### config.mk
export PLATFORM = sky130hd
export DESIGN_NAME = pwm_carrier_gen
export DESIGN_NICKNAME = d
export VERILOG_FILES = /design/src/rtl/pwm_carrier_gen.sv
export SDC_FILE = /design/constraint.sdc
export NUM_CORES = 1
export LEC_CHECK = 0
export ABC_AREA = 1
export BUFFER_PORTS_ARGS = -buffer_cell sky130_fd_sc_hd__buf_4
export CORE_MARGIN = 10
export CORE_UTILIZATION = 55
export DETAILED_ROUTE_END_ITERATION = 6
export GPL_ROUTABILITY_DRIVEN = 0
export PLACE_DENSITY_LB_ADDON = 0.2
export SKIP_CTS_REPAIR_TIMING = 1
export SYNTH_ARGS = -nofsm -noshare
export SYNTH_HDL_FRONTEND = slang
export SYNTH_SLANG_ARGS = --single-unit
### constraint.sdc
create_clock -name clk -period 3.1 [get_ports clk]
set_clock_uncertainty 0.2 [all_clocks]
set_input_delay 0.62 -clock clk [delete_from_list [all_inputs] [get_ports clk]]
set_output_delay 0.62 -clock clk [all_outputs]
set_load 0.01 [all_outputs]
### src/rtl/pwm_carrier_gen.sv
// PWM carrier generator: one prescaled triangle / saw-up / saw-down carrier per inverter group.
// Latency: all outputs registered; carrier, direction and event pulses change one clk after the deciding edge.
// Backpressure: none; the carrier free-runs while en=1 and parks at 0 while en=0.
//
// Ports:
//   clk, rst          200 MHz clock, asynchronous active-high reset
//   en                run enable; low parks the carrier at 0 and makes the active regs track the inputs
//   mode              00 triangle, 01 saw-up, 10 saw-down, 11 triangle
//   divider           prescale; one carrier tick every divider+1 clks
//   carrier_max       carrier peak value
//   sync_in           (only with CARRIER_SYNC_IN_EN defined) forces an immediate period restart
//   carrier, dir_up   carrier count and counting direction
//   evt_peak          1-clk pulse in the cycle the carrier first becomes max
//   evt_valley        1-clk pulse in the cycle the carrier becomes 0 at a period boundary
//   update_ack        1-clk pulse in the cycle the shadowed divider/max/mode become active
//
// Build option: define CARRIER_SYNC_IN_EN to add the sync_in phase-alignment input.

module pwm_carrier_gen #(
  parameter int CNT_W = 16,
  parameter int DIV_W = 8
) (
  input  logic             clk,
  input  logic             rst,
  input  logic             en,
  input  logic [1:0]       mode,
  input  logic [DIV_W-1:0] divider,
  input  logic [CNT_W-1:0] carrier_max,
`ifdef CARRIER_SYNC_IN_EN
  input  logic             sync_in,
`endif
  output logic [CNT_W-1:0] carrier,
  output logic             dir_up,
  output logic             evt_peak,
  output logic             evt_valley,
  output logic             update_ack
);

  localparam logic [1:0] MODE_SUP = 2'b01;
  localparam logic [1:0] MODE_SDN = 2'b10;

  logic [CNT_W-1:0] carrier_q, carrier_d;
  logic             dir_up_q, dir_up_d;
  logic             peak_q, peak_d;
  logic             valley_q, valley_d;
  logic             ack_q, ack_d;
  logic [DIV_W-1:0] div_cnt_q, div_cnt_d;
  logic [CNT_W-1:0] act_max_q, act_max_d;
  logic [DIV_W-1:0] act_div_q, act_div_d;
  logic [1:0]       act_mode_q, act_mode_d;

  logic             sync_req;
  logic             load;
  logic [CNT_W-1:0] cnt_inc;
  logic [CNT_W-1:0] cnt_dec;

`ifdef CARRIER_SYNC_IN_EN
  assign sync_req = sync_in;
`else
  assign sync_req = 1'b0;
`endif

  // Increment is only used when carrier < max, so it never wraps even at max = all-ones.
  assign cnt_inc = carrier_q + 1'b1;
  assign cnt_dec = carrier_q - 1'b1;

  always_comb begin
    carrier_d  = carrier_q;
    dir_up_d   = dir_up_q;
    div_cnt_d  = div_cnt_q;
    act_max_d  = act_max_q;
    act_div_d  = act_div_q;
    act_mode_d = act_mode_q;
    peak_d     = 1'b0;
    valley_d   = 1'b0;
    ack_d      = 1'b0;
    load       = 1'b0;

    if (!en) begin
      // Parked: a saw-down carrier sits at 0 so its first tick wraps to max as a boundary.
      carrier_d  = '0;
      dir_up_d   = (mode != MODE_SDN);
      div_cnt_d  = '0;
      act_max_d  = carrier_max;
      act_div_d  = divider;
      act_mode_d = mode;
    end else if (sync_req) begin
      load = 1'b1;
    end else if (div_cnt_q != act_div_q) begin
      div_cnt_d = div_cnt_q + 1'b1;
    end else begin
      div_cnt_d = '0;
      if (act_max_q == '0) begin
        // Degenerate carrier: every tick closes a period.
        load = 1'b1;
      end else if (act_mode_q == MODE_SUP) begin
        if (carrier_q >= act_max_q) begin
          load = 1'b1;
        end else begin
          carrier_d = cnt_inc;
          peak_d    = (cnt_inc == act_max_q);
        end
      end else if (act_mode_q == MODE_SDN) begin
        if (carrier_q == '0) begin
          load = 1'b1;
        end else begin
          carrier_d = cnt_dec;
        end
      end else begin
        // Triangle (modes 00 and 11).
        if (dir_up_q) begin
          if (carrier_q >= act_max_q) begin
            dir_up_d  = 1'b0;
            carrier_d = cnt_dec;
            load      = (cnt_dec == '0);
          end else begin
            carrier_d = cnt_inc;
            peak_d    = (cnt_inc == act_max_q);
          end
        end else begin
          if (carrier_q == '0) begin
            dir_up_d  = 1'b1;
            carrier_d = cnt_inc;
            peak_d    = (cnt_inc == act_max_q);
          end else begin
            carrier_d = cnt_dec;
            load      = (cnt_dec == '0);
          end
        end
      end
    end

    // Period boundary (or forced sync): shadow values go live and pick the restart point.
    if (load) begin
      act_max_d  = carrier_max;
      act_div_d  = divider;
      act_mode_d = mode;
      div_cnt_d  = '0;
      ack_d      = 1'b1;
      if (mode == MODE_SDN && carrier_max != '0) begin
        carrier_d = carrier_max;
        dir_up_d  = 1'b0;
        peak_d    = 1'b1;
        valley_d  = 1'b0;
      end else begin
        carrier_d = '0;
        dir_up_d  = (mode != MODE_SDN);
        peak_d    = 1'b0;
        valley_d  = 1'b1;
      end
    end
  end

  always_ff @(posedge clk or posedge rst) begin
    if (rst) begin
      carrier_q  <= '0;
      dir_up_q   <= 1'b1;
      peak_q     <= 1'b0;
      valley_q   <= 1'b0;
      ack_q      <= 1'b0;
      div_cnt_q  <= '0;
      act_max_q  <= '0;
      act_div_q  <= '0;
      act_mode_q <= 2'b00;
    end else begin
      carrier_q  <= carrier_d;
      dir_up_q   <= dir_up_d;
      peak_q     <= peak_d;
      valley_q   <= valley_d;
      ack_q      <= ack_d;
      div_cnt_q  <= div_cnt_d;
      act_max_q  <= act_max_d;
      act_div_q  <= act_div_d;
      act_mode_q <= act_mode_d;
    end
  end

  assign carrier    = carrier_q;
  assign dir_up     = dir_up_q;
  assign evt_peak   = peak_q;
  assign evt_valley = valley_q;
  assign update_ack = ack_q;

endmodule

==> flow_results.xml, run 1 <==
<?xml version="1.0" encoding="UTF-8"?>
<metrics>
  <group name="run_status">
    <metric name="status" unit="">finished, final reports clean</metric>
  </group>
  <group name="floorplan">
    <metric name="die-area" unit="mm²">0.01275</metric>
    <metric name="core_area" unit="mm²">0.008299</metric>
    <metric name="floorplan.initialDensity" unit="%">57.23</metric>
    <metric name="floorplan.die.height" unit="µm">112.9</metric>
    <metric name="top_level_ports" unit="">49</metric>
    <metric name="chipWidth" unit="µm">112.9</metric>
    <metric name="num_rows" unit="">33</metric>
  </group>
  <group name="yosys">
    <metric name="number_of_flops_mapped_to_enable_cells_by_yosys" unit="">0</metric>
    <metric name="synth-seq-cells" unit="">54</metric>
    <metric name="synth_warnings" unit="">0</metric>
    <metric name="post_synth_num_cell_types" unit="">31</metric>
    <metric name="syn-num-nets" unit="">782</metric>
    <metric name="syn-cell-area" unit="mm²">0.004750</metric>
    <metric name="synth_flop_cell" unit="">dfrtp_1</metric>
    <metric name="synthCells" unit="">733</metric>
    <metric name="synthArstFlopShare" unit="%">100.0</metric>
    <metric name="synth.largest_area_cell" unit="">dfrtp_1</metric>
    <metric name="synth_area_leaders" unit="">dfrtp_1 (28%), nand2_1 (19%), inv_1 (8.3%), nor2_1 (6.2%), ha_1 (5.3%)</metric>
    <metric name="synth.yosys.seq_area_share" unit="%">28.48</metric>
    <metric name="syn_area_per_cell" unit="µm²">6.480</metric>
    <metric name="post-synth-top-area-fraction" unit="%">27.92</metric>
  </group>
  <group name="drt">
    <metric name="drt-vias-per-instance" unit="">5.637</metric>
    <metric name="drtIter0Drc" unit="">385</metric>
    <metric name="detailedRoute.firstPassIterationCount" unit="">7</metric>
    <metric name="final_antenna_net_count" unit="">0</metric>
    <metric name="detail_route.drc_violations" unit="">0</metric>
    <metric name="routed_wirelength" unit="mm">14.16</metric>
    <metric name="vias" unit="">5023</metric>
    <metric name="wl_per_cell" unit="µm">15.89</metric>
  </group>
  <group name="setup_path">
    <metric name="cp_max_fo" unit="">17</metric>
    <metric name="endpoint_kind" unit="">flip-flop</metric>
    <metric name="timing.critical_path.buf_inv" unit="">1</metric>
    <metric name="r2r.worst_path.cells" unit="">18</metric>
    <metric name="slowest_stage" unit="">dfrtp_1</metric>
    <metric name="max_stage_delay" unit="ns">0.52</metric>
    <metric name="timing.critical_path.arrival" unit="ns">2.96</metric>
    <metric name="worstSetupPathType" unit="">flip-flop to flip-flop</metric>
    <metric name="cp_common_cell" unit="">nand2_1</metric>
    <metric name="worst-endpoint-required" unit="ns">3.16</metric>
    <metric name="path_depth" unit="">18</metric>
    <metric name="critical_path.cell_chain" unit="">inv_2 -&gt; ha_1 -&gt; nand4_1 -&gt; nor2_1 -&gt; nor2_1 -&gt; nand2_1 -&gt; nand2_1 -&gt; nand2_1 -&gt; nand2_1 -&gt; nand2_2 -&gt; nand2_1 -&gt; nand2_2 -&gt; nor2_1 -&gt; nor3_1 -&gt; nand2_1 -&gt; nand2_1 -&gt; nand2_1 -&gt; nand2_1</metric>
    <metric name="setup.worst_path.start_class" unit="">flip-flop</metric>
    <metric name="crit_family" unit="">simple AND/OR/NAND/NOR gates</metric>
  </group>
  <group name="place">
    <metric name="dp_hpwl" unit="mm">10.91</metric>
    <metric name="place_worst_setup_slack" unit="ns">0.09182</metric>
    <metric name="port-buffer-count" unit="">48</metric>
  </group>
  <group name="flow_run">
    <metric name="cap_violations" unit="">0</metric>
  </group>
  <group name="timing">
    <metric name="setup_viol" unit="">0</metric>
    <metric name="worst-slew-pin-transition" unit="ns">0.7275</metric>
    <metric name="timing.final.crit_share" unit="%">93.66</metric>
    <metric name="setup-tns-final" unit="ns">0</metric>
    <metric name="fmax" unit="MHz">344.4</metric>
    <metric name="maxSlewHeadroom" unit="%">51.45</metric>
    <metric name="final_period_minus_worst_setup_slack" unit="ns">2.903</metric>
    <metric name="maxSlewViolCount" unit="">0</metric>
    <metric name="final_setup_margin" unit="ns">0.1966</metric>
    <metric name="finalHoldViolations" unit="">0</metric>
    <metric name="rsz0062_at_grt" unit="">no</metric>
  </group>
  <group name="clocking">
    <metric name="cts.htree.levels" unit="">2</metric>
    <metric name="max_buffers_root_to_sink" unit="">2</metric>
    <metric name="cts.sinks" unit="">54</metric>
    <metric name="clk-insertion-delay-late" unit="ns">0.32</metric>
    <metric name="clock_buffer_count_from_cts" unit="">5</metric>
    <metric name="worst_setup_hold_path_clk_slew" unit="ns">0.11</metric>
    <metric name="ctsRootBufferMaster" unit="">clkbuf_8</metric>
    <metric name="clock_tree_from_tritoncts" unit="">yes</metric>
  </group>
  <group name="finish">
    <metric name="number_of_fillers_in_the_final_layout" unit="">765</metric>
    <metric name="post_route_cells_drive_above_1_share" unit="%">18.19</metric>
    <metric name="antenna_cells_inserted" unit="">0</metric>
    <metric name="area_growth" unit="%">12.88</metric>
    <metric name="nets" unit="">834</metric>
  </group>
  <group name="grt">
    <metric name="gr-usage-all-layers" unit="%">21.74</metric>
    <metric name="grt_first_pass_wirelength" unit="mm">23.23</metric>
    <metric name="grt_antenna_before_repair" unit="">0</metric>
    <metric name="grt.overflow.total" unit="">0</metric>
    <metric name="via_count_of_the_first_global_routing_pass" unit="">4789</metric>
    <metric name="grt_start_max_net_pins" unit="">56</metric>
  </group>
  <group name="pwr">
    <metric name="standby_leakage_power" unit="µW">0.002962</metric>
    <metric name="powerDensity" unit="mW/mm²">612.8</metric>
    <metric name="vdd_drop_max" unit="mV">0.3359</metric>
  </group>
  <group name="min_path">
    <metric name="holdCritPathClass" unit="">input port to async pin</metric>
  </group>
</metrics>
[logic make-up after synthesis]
logic type,synth area share [%]
compound gates,9.168
xor+xnor,2.950
fa+ha+maj,5.269
buf+inv,12.41
flops,28.48
simple gates,41.73
[power by group]
part | leakage, µW | internal (µW) | switching, µW
Clock | 0.0000514 | 242 | 252
Combinational | 0.00222 | 675 | 1200
Sequential | 0.000689 | 798 | 121
Total | 0.00296 | 1710 | 1570
[layout by cell type, fill, tap and decap left out, types with 6 or more instances in the layout]
cell,netlist,routed
nand2_2,10,10
nand3_1,34,34
nor2_1,79,79
nand2_1,239,239
nor3_1,17,17
o21ai_1,6,6
o21ai_2,26,26
inv_1,105,103
xor2_1,16,16
o21ai_0,11,11
a21oi_1,22,22
ha_1,20,20
nand4_1,35,35
buf_4,1,70
dfrtp_1,53,52
inv_2,5,7
[sequential cells by signal, indices dropped and copies added (netlist names)]
register / flops
act_div_q: 8
act_max_q: 16
act_mode_q: 2
carrier: 16
dir_up: 1
div_cnt_q: 8
evt_peak: 1
evt_valley: 1
update_ack: 1
[final timing paths]
| path | start | endpoint | slack (ns) |
|---|---|---|---|
| setup reg to reg | carrier[0] | carrier[8] | 0.20 |
| hold reg to reg | div_cnt_q[0] | div_cnt_q[0] | 0.30 |
| setup / recovery | carrier[0] | carrier[8] | 0.20 |
| min in group clk | divider[6] | act_div_q[6] | 0.29 |
| hold / removal | rst | act_div_q[7] | 0.28 |
| max in group asynchronous | rst | carrier[1] | 1.93 |
[worst register-to-register path: cells and delay by family, from the launching register on]
family | cells | cell delay (ns)
flip-flops | 1 | 0.52
buffers and inverters | 1 | 0.14
AND/OR/NAND/NOR | 16 | 1.64
adder cells (fa/ha/maj) | 1 | 0.34
[layout make-up]
class                           count  area [µm²]  share of cell area [%]
Clock inverter                      2       37.54                  0.7001
Sequential cell                    54        1354                   25.25
Timing Repair Buffer               70       525.5                   9.802
Multi-Input combinational cell    544        2828                   52.74
Tap cell                          105       131.4                   2.450
Inverter                          110       412.9                   7.701
Clock buffer                        6       72.57                   1.354
[stage by stage]
stage	util, %	cell area (µm²)	hold slack [ns]	power (µW)	instances
floorplan	-	4750	0.2543	2225	733
global placement	63.02	5230	0.2822	2717	882
detailed placement	63.02	5230	0.2985	2765	882
CTS	64.34	5340	0.2908	3258	890
global route	64.60	5361	0.3000	3562	891
finish	64.60	5361	0.2753	3285	891
[per-layer routing]
layer,part of all wire [%],vias up,global-route usage [%]
met5,0,-,0
met4,1.9,0,6.684
met3,8.5,25,4.226
met2,49,237,36.90
met1,41,2348,27.12
li1,-,2413,-
[cell usage after synthesis, types with 3 or more instances]
library cell,count
xor2_1,16
nor3_1,17
o21ai_2,26
clkbuf_1,10
nand3_1,34
inv_2,5
nand2_4,3
nand2_2,10
buf_2,6
inv_1,105
buf_6,9
nand2_1,239
nor2_4,5
o21ai_0,11
nand4_1,35
ha_1,20
nor2_1,79
nor2_2,5
nor4_1,5
a21oi_1,22
dfrtp_1,53
o21ai_1,6
Power figures use the tool's default switching activity.
==> run 2: changes to the inputs <==
--- a/config.mk
+++ b/config.mk
@@ -10,8 +10,7 @@
 export CORE_MARGIN = 10
 export CORE_UTILIZATION = 55
 export DETAILED_ROUTE_END_ITERATION = 6
-export GPL_ROUTABILITY_DRIVEN = 0
-export PLACE_DENSITY_LB_ADDON = 0.2
+export PLACE_DENSITY_LB_ADDON = 0.12
 export SKIP_CTS_REPAIR_TIMING = 1
 export SYNTH_ARGS = -nofsm -noshare
 export SYNTH_HDL_FRONTEND = slang
==> run 2 against run 1 <==
Design area up 0.58%. Sequential cell count unchanged. First-iteration DRC count grew 1.3%. Largest cell class unchanged. Sequential share of layout area down 0.17 points. Fmax down 0.57%. Worst setup slack lost 0.017 ns. Non-clock buffer count grew 4. Sequential power fell by 2.4%. Clock power hardly changed.
==> flow_results.xml, run 2 (synthesis gave the netlist of run 1 again) <==
<?xml version="1.0" encoding="UTF-8"?>
<metrics>
  <group name="grt">
    <metric name="grt_start_max_net_pins" unit="">56</metric>
    <metric name="via_count_of_the_first_global_routing_pass" unit="">4621</metric>
    <metric name="grt_first_pass_wirelength" unit="mm">23.56</metric>
    <metric name="grt.overflow.total" unit="">0</metric>
    <metric name="gr-usage-all-layers" unit="%">22.42</metric>
    <metric name="grt_antenna_before_repair" unit="">0</metric>
  </group>
  <group name="place">
    <metric name="dp_hpwl" unit="mm">11.50</metric>
    <metric name="gp_congestion" unit="">0.9833</metric>
    <metric name="place_worst_setup_slack" unit="ns">0.05933</metric>
    <metric name="port-buffer-count" unit="">48</metric>
    <metric name="placed_cell_area" unit="mm²">0.005260</metric>
  </group>
  <group name="timing">
    <metric name="final_setup_margin" unit="ns">0.1800</metric>
    <metric name="setup-tns-final" unit="ns">0</metric>
    <metric name="final_period_minus_worst_setup_slack" unit="ns">2.920</metric>
    <metric name="maxSlewHeadroom" unit="%">49.76</metric>
    <metric name="finalHoldViolations" unit="">0</metric>
    <metric name="fmax" unit="MHz">342.5</metric>
    <metric name="worst-slew-pin-transition" unit="ns">0.7528</metric>
    <metric name="timing.final.crit_share" unit="%">94.19</metric>
    <metric name="rsz0062_at_grt" unit="">no</metric>
    <metric name="setup_viol" unit="">0</metric>
    <metric name="maxSlewViolCount" unit="">0</metric>
  </group>
  <group name="drt">
    <metric name="wl_per_cell" unit="µm">16.45</metric>
    <metric name="detail_route.drc_violations" unit="">0</metric>
    <metric name="routed_wirelength" unit="mm">14.72</metric>
    <metric name="drtIter0Drc" unit="">390</metric>
    <metric name="detailedRoute.firstPassIterationCount" unit="">5</metric>
    <metric name="drt-vias-per-instance" unit="">5.447</metric>
    <metric name="vias" unit="">4875</metric>
    <metric name="final_antenna_net_count" unit="">0</metric>
  </group>
  <group name="finish">
    <metric name="post_route_cells_drive_above_1_share" unit="%">18.61</metric>
    <metric name="antenna_cells_inserted" unit="">0</metric>
    <metric name="final_cell_mix" unit="">nand2_1 (239), inv_1 (103), nor2_1 (79)</metric>
    <metric name="final_common_cell" unit="">nand2_1</metric>
    <metric name="nets" unit="">838</metric>
    <metric name="area_growth" unit="%">13.54</metric>
    <metric name="design_area" unit="mm²">0.005393</metric>
  </group>
  <group name="clocking">
    <metric name="cts.sinks" unit="">54</metric>
    <metric name="cts.htree.levels" unit="">2</metric>
    <metric name="clock_tree_from_tritoncts" unit="">yes</metric>
    <metric name="ctsRootBufferMaster" unit="">clkbuf_8</metric>
    <metric name="max_buffers_root_to_sink" unit="">2</metric>
    <metric name="clk-insertion-delay-late" unit="ns">0.32</metric>
    <metric name="clock_buffer_count_from_cts" unit="">5</metric>
    <metric name="worst_setup_hold_path_clk_slew" unit="ns">0.11</metric>
  </group>
  <group name="min_path">
    <metric name="holdCritPathClass" unit="">input port to async pin</metric>
  </group>
  <group name="pwr">
    <metric name="standby_leakage_power" unit="µW">0.002991</metric>
    <metric name="powerDensity" unit="mW/mm²">617.6</metric>
    <metric name="vdd_drop_max" unit="mV">0.2827</metric>
  </group>
  <group name="floorplan">
    <metric name="chipWidth" unit="µm">112.9</metric>
    <metric name="floorplan.initialDensity" unit="%">57.23</metric>
    <metric name="core_area" unit="mm²">0.008299</metric>
    <metric name="floorplan.die.height" unit="µm">112.9</metric>
    <metric name="num_rows" unit="">33</metric>
    <metric name="top_level_ports" unit="">49</metric>
    <metric name="die-area" unit="mm²">0.01275</metric>
  </group>
  <group name="flow_run">
    <metric name="cap_violations" unit="">0</metric>
  </group>
  <group name="setup_path">
    <metric name="critical_path.startpoint" unit="">carrier[0]</metric>
    <metric name="endpoint_kind" unit="">flip-flop</metric>
    <metric name="critical_path_capture_point" unit="">carrier[8]</metric>
    <metric name="r2r_start" unit="">carrier[0]</metric>
    <metric name="setup.worst_path.start_class" unit="">flip-flop</metric>
    <metric name="r2r_end" unit="">carrier[8]</metric>
    <metric name="worstSetupPathType" unit="">flip-flop to flip-flop</metric>
    <metric name="timing.critical_path.arrival" unit="ns">2.98</metric>
    <metric name="r2r.worst_path.cells" unit="">18</metric>
    <metric name="worst-endpoint-required" unit="ns">3.16</metric>
    <metric name="worst-r2r-setup-slack" unit="ns">0.18</metric>
    <metric name="cp_max_fo" unit="">17</metric>
  </group>
  <group name="run_status">
    <metric name="status" unit="">finished, final reports clean</metric>
  </group>
</metrics>
run 2: cell count changes in the layout (fill, tap and decap cells not counted), sizes merged:
cell and delta:
buf +4, clkbuf -1, clkinv +1, clkinvlp -1, inv +1
run 2: layout make-up:
cell class / count / area (µm²)
flip-flops and latches: 54 / 1353
well taps: 105 / 131.4
fillers: 782 / 2907
inverters: 110 / 412.9
clock inverters: 3 / 43.79
clock buffers: 5 / 68.82
repair buffers: 74 / 555.5
multi-input cells: 544 / 2828
run 2: where the power goes:
part	switching [µW]	internal [µW]
Combinational	1250	686
Clock	254	243
Sequential	101	797
run 2: worst min path at each step:
stage                       startpoint       endpoint  slack (ns)
after floorplan           div_cnt_q[0]   div_cnt_q[0]        0.25
after global placement    div_cnt_q[0]   div_cnt_q[0]        0.28
after detailed placement  div_cnt_q[0]   div_cnt_q[0]        0.30
after CTS                          rst   act_max_q[7]        0.16
after global routing               rst   div_cnt_q[2]        0.18
final                              rst  act_max_q[15]        0.15
run 2: worst max-delay path, cell delays in order (launching register included):
cell     delay [ns]
dfrtp_1        0.48
inv_2          0.13
ha_1           0.33
nand4_1        0.09
nor2_1         0.10
nor2_1         0.05
nand2_1        0.10
nand2_1        0.08
nand2_1        0.08
nand2_1        0.10
nand2_2        0.11
nand2_1        0.08
nand2_2        0.27
nor2_1         0.07
nor3_1         0.30
nand2_1        0.09
nand2_1        0.06
nand2_1        0.05
nand2_1        0.09
run 2: through the flow:
step / std cells / hold slack (ns) / utilization, % / power [µW]
finish: 895 / 0.1503 / 64.98 / 3331
global route: 895 / 0.1755 / 64.98 / 3607
CTS: 894 / 0.1644 / 64.74 / 3309
detailed placement: 886 / 0.3015 / 63.38 / 2803
global placement: 886 / 0.2788 / 63.38 / 2781
floorplan: 733 / 0.2543 / - / 2225
run 2: routing by layer:
metal / GRT usage [%] / part of all wire [%]
met5: 0 / 0
met4: 7.868 / 2.6
met3: 4.437 / 6.1
met2: 35.91 / 48
met1: 29.31 / 44
==> run 3: changes to the inputs <==
--- a/config.mk
+++ b/config.mk
@@ -8,10 +8,11 @@
 export ABC_AREA = 1
 export BUFFER_PORTS_ARGS = -buffer_cell sky130_fd_sc_hd__buf_4
 export CORE_MARGIN = 10
-export CORE_UTILIZATION = 55
+export CORE_UTILIZATION = 40
 export DETAILED_ROUTE_END_ITERATION = 6
 export PLACE_DENSITY_LB_ADDON = 0.12
 export SKIP_CTS_REPAIR_TIMING = 1
 export SYNTH_ARGS = -nofsm -noshare
 export SYNTH_HDL_FRONTEND = slang
 export SYNTH_SLANG_ARGS = --single-unit
+export TNS_END_PERCENT = 1
==> run 3 against run 2 <==
First-iteration DRC count shrank 21%. Sequential cell count is the same. Core utilization shrank 17 points. Global-route usage shrank 4.0 points. Power grew 5.0%. Fmax grew 3.1%. Register-to-register slack gained 0.09 ns. Combinational power is essentially flat. Count of clock-buffer cells in the layout grew 1. Design area grew 2.6%.
==> flow_results.xml, run 3 (synthesis gave the netlist of run 1 again) <==
<?xml version="1.0" encoding="UTF-8"?>
<metrics>
  <group name="place">
    <metric name="placed_cell_area" unit="mm²">0.005338</metric>
    <metric name="port-buffer-count" unit="">48</metric>
    <metric name="gp_congestion" unit="">0.9642</metric>
    <metric name="dp_hpwl" unit="mm">12.05</metric>
  </group>
  <group name="timing">
    <metric name="worst-slew-pin-transition" unit="ns">0.5879</metric>
    <metric name="setup-tns-final" unit="ns">0</metric>
    <metric name="fmax" unit="MHz">353.0</metric>
    <metric name="rsz0062_at_grt" unit="">no</metric>
    <metric name="finalHoldViolations" unit="">0</metric>
    <metric name="maxSlewViolCount" unit="">0</metric>
    <metric name="final_period_minus_worst_setup_slack" unit="ns">2.833</metric>
    <metric name="setup_viol" unit="">0</metric>
    <metric name="maxSlewHeadroom" unit="%">60.75</metric>
    <metric name="timing.final.crit_share" unit="%">91.39</metric>
  </group>
  <group name="setup_path">
    <metric name="worst-r2r-setup-slack" unit="ns">0.27</metric>
    <metric name="cp_max_fo" unit="">28</metric>
    <metric name="worst-endpoint-required" unit="ns">3.13</metric>
    <metric name="endpoint_kind" unit="">flip-flop</metric>
    <metric name="worstSetupPathType" unit="">flip-flop to flip-flop</metric>
    <metric name="timing.critical_path.arrival" unit="ns">2.86</metric>
    <metric name="setup.worst_path.start_class" unit="">flip-flop</metric>
  </group>
  <group name="floorplan">
    <metric name="floorplan.die.height" unit="µm">129.0</metric>
    <metric name="floorplan.initialDensity" unit="%">41.24</metric>
    <metric name="die-area" unit="mm²">0.01663</metric>
    <metric name="core_area" unit="mm²">0.01152</metric>
    <metric name="num_rows" unit="">39</metric>
    <metric name="top_level_ports" unit="">49</metric>
    <metric name="chipWidth" unit="µm">129.0</metric>
  </group>
  <group name="grt">
    <metric name="grt_start_max_net_pins" unit="">56</metric>
    <metric name="via_count_of_the_first_global_routing_pass" unit="">4731</metric>
    <metric name="grt_first_pass_wirelength" unit="mm">24.60</metric>
    <metric name="grt_antenna_before_repair" unit="">0</metric>
    <metric name="gr-usage-all-layers" unit="%">18.45</metric>
    <metric name="grt.overflow.total" unit="">0</metric>
  </group>
  <group name="clocking">
    <metric name="max_buffers_root_to_sink" unit="">2</metric>
    <metric name="clock_buffer_count_from_cts" unit="">5</metric>
    <metric name="cts.htree.levels" unit="">2</metric>
    <metric name="cts.sinks" unit="">54</metric>
    <metric name="ctsRootBufferMaster" unit="">clkbuf_16</metric>
    <metric name="clk-insertion-delay-late" unit="ns">0.30</metric>
    <metric name="worst_setup_hold_path_clk_slew" unit="ns">0.07</metric>
    <metric name="clock_tree_from_tritoncts" unit="">yes</metric>
  </group>
  <group name="finish">
    <metric name="final_common_cell" unit="">nand2_1</metric>
    <metric name="post_route_cells_drive_above_1_share" unit="%">19.02</metric>
    <metric name="footprint_of_the_flip_flops_and_latches" unit="mm²">0.001353</metric>
    <metric name="final_cell_mix" unit="">nand2_1 (239), inv_1 (103), nor2_1 (79)</metric>
    <metric name="multiInputGateArea" unit="mm²">0.002836</metric>
    <metric name="area_growth" unit="%">16.49</metric>
    <metric name="design_area" unit="mm²">0.005533</metric>
    <metric name="number_of_fillers_in_the_final_layout" unit="">1203</metric>
    <metric name="antenna_cells_inserted" unit="">0</metric>
    <metric name="nets" unit="">842</metric>
  </group>
  <group name="flow_run">
    <metric name="cap_violations" unit="">0</metric>
  </group>
  <group name="min_path">
    <metric name="holdCritPathClass" unit="">input port to async pin</metric>
  </group>
  <group name="pwr">
    <metric name="p_sw" unit="µW">1621</metric>
    <metric name="combPwrFrac" unit="%">55.9</metric>
    <metric name="internal_power" unit="µW">1876</metric>
    <metric name="fraction_of_power_spent_switching_nets" unit="%">46.35</metric>
    <metric name="powerDensity" unit="mW/mm²">632.1</metric>
    <metric name="pwr-share-seq" unit="%">25.5</metric>
    <metric name="design_power_total" unit="µW">3497</metric>
    <metric name="pwr-share-clk" unit="%">18.6</metric>
    <metric name="standby_leakage_power" unit="µW">0.003033</metric>
    <metric name="vdd_drop_max" unit="mV">0.2963</metric>
  </group>
  <group name="drt">
    <metric name="met1_length" unit="mm">6.990</metric>
    <metric name="detail_route.drc_violations" unit="">0</metric>
    <metric name="final_antenna_net_count" unit="">0</metric>
    <metric name="wl_per_cell" unit="µm">16.34</metric>
    <metric name="drtIter0Drc" unit="">309</metric>
    <metric name="dr_wl_met2" unit="mm">7.163</metric>
    <metric name="met3WireLength" unit="µm">795</metric>
    <metric name="top_layer" unit="">met4</metric>
    <metric name="routed_wirelength" unit="mm">15.31</metric>
    <metric name="drt-vias-per-instance" unit="">5.127</metric>
    <metric name="vias" unit="">4804</metric>
    <metric name="detailedRoute.firstPassIterationCount" unit="">6</metric>
  </group>
  <group name="run_status">
    <metric name="status" unit="">finished, final reports clean</metric>
  </group>
</metrics>
## run 3: changes by cell type in the layout (fill, tap and decap cells not counted), sizes merged
cell	previous run	this run
buf	74	78
clkinv	1	0
clkbuf	5	6
clkinvlp	0	1
inv	111	110
## run 3: path summary, 6_finish.rpt
check / start / endpoint / cells past startpoint
max: carrier[0] / dir_up / 17
min: rst / act_div_q[6] / 2
max reg2reg: carrier[0] / dir_up / 17
min reg2reg: div_cnt_q[0] / div_cnt_q[0] / 1
max in group asynchronous: rst / carrier[10] / 3
min in group clk: div_cnt_q[0] / div_cnt_q[0] / 1
## run 3: power by group through the flow
stage / Sequential (µW) / Combinational [µW] / Clock [µW]
3_3_place_gp: 902 / 1910 / 0
6_report: 891 / 1960 / 651
2_1_floorplan: 939 / 1290 / 0
3_5_place_dp: 905 / 1920 / 0
4_1_cts: 891 / 1940 / 658
5_1_grt: 905 / 2190 / 693
## run 3: area by class of cell
| cell class | instances | area share (%) |
|---|---|---|
| multi-input combinational | 544 | 51.27 |
| sequential | 54 | 24.45 |
| timing repair buffer | 78 | 10.58 |
| inverter | 110 | 7.463 |
| tap | 143 | 3.234 |
| clock buffer | 6 | 2.329 |
| clock inverter | 2 | 0.6784 |
## run 3: per-stage QoR
stage	setup WS, ns	utilization [%]	hold slack, ns	std cells
2_1_floorplan	0.6446	-	0.2543	733
3_3_place_gp	0.1166	46.35	0.2804	928
3_5_place_dp	0.08203	46.35	0.2935	928
4_1_cts	0.07520	47.79	0.2097	936
5_1_grt	0.05278	48.04	0.2264	937
6_report	0.2670	48.04	0.1826	937
## run 3: per-layer routing
layer / vias to the layer above / global-route usage, %
li1: 2429 / -
met1: 2197 / 24.47
met2: 147 / 30.01
met3: 31 / 2.710
met4: 0 / 6.355
met5: - / 0
## run 3: critical path: stages, from the launching register on
cell and delay, ns:
dfrtp_1 0.46, inv_2 0.15, ha_1 0.27, nand2_4 0.11, nor2_4 0.15, nand2_2 0.07, nor2_1 0.08, nand3_1 0.11
nand2_1 0.14, nand2_2 0.10, nand3_2 0.08, nand2_2 0.06, nand2_4 0.08, nand2_8 0.08, nand2_4 0.16, nand2_8 0.16
o21ai_0 0.20, inv_1 0.06
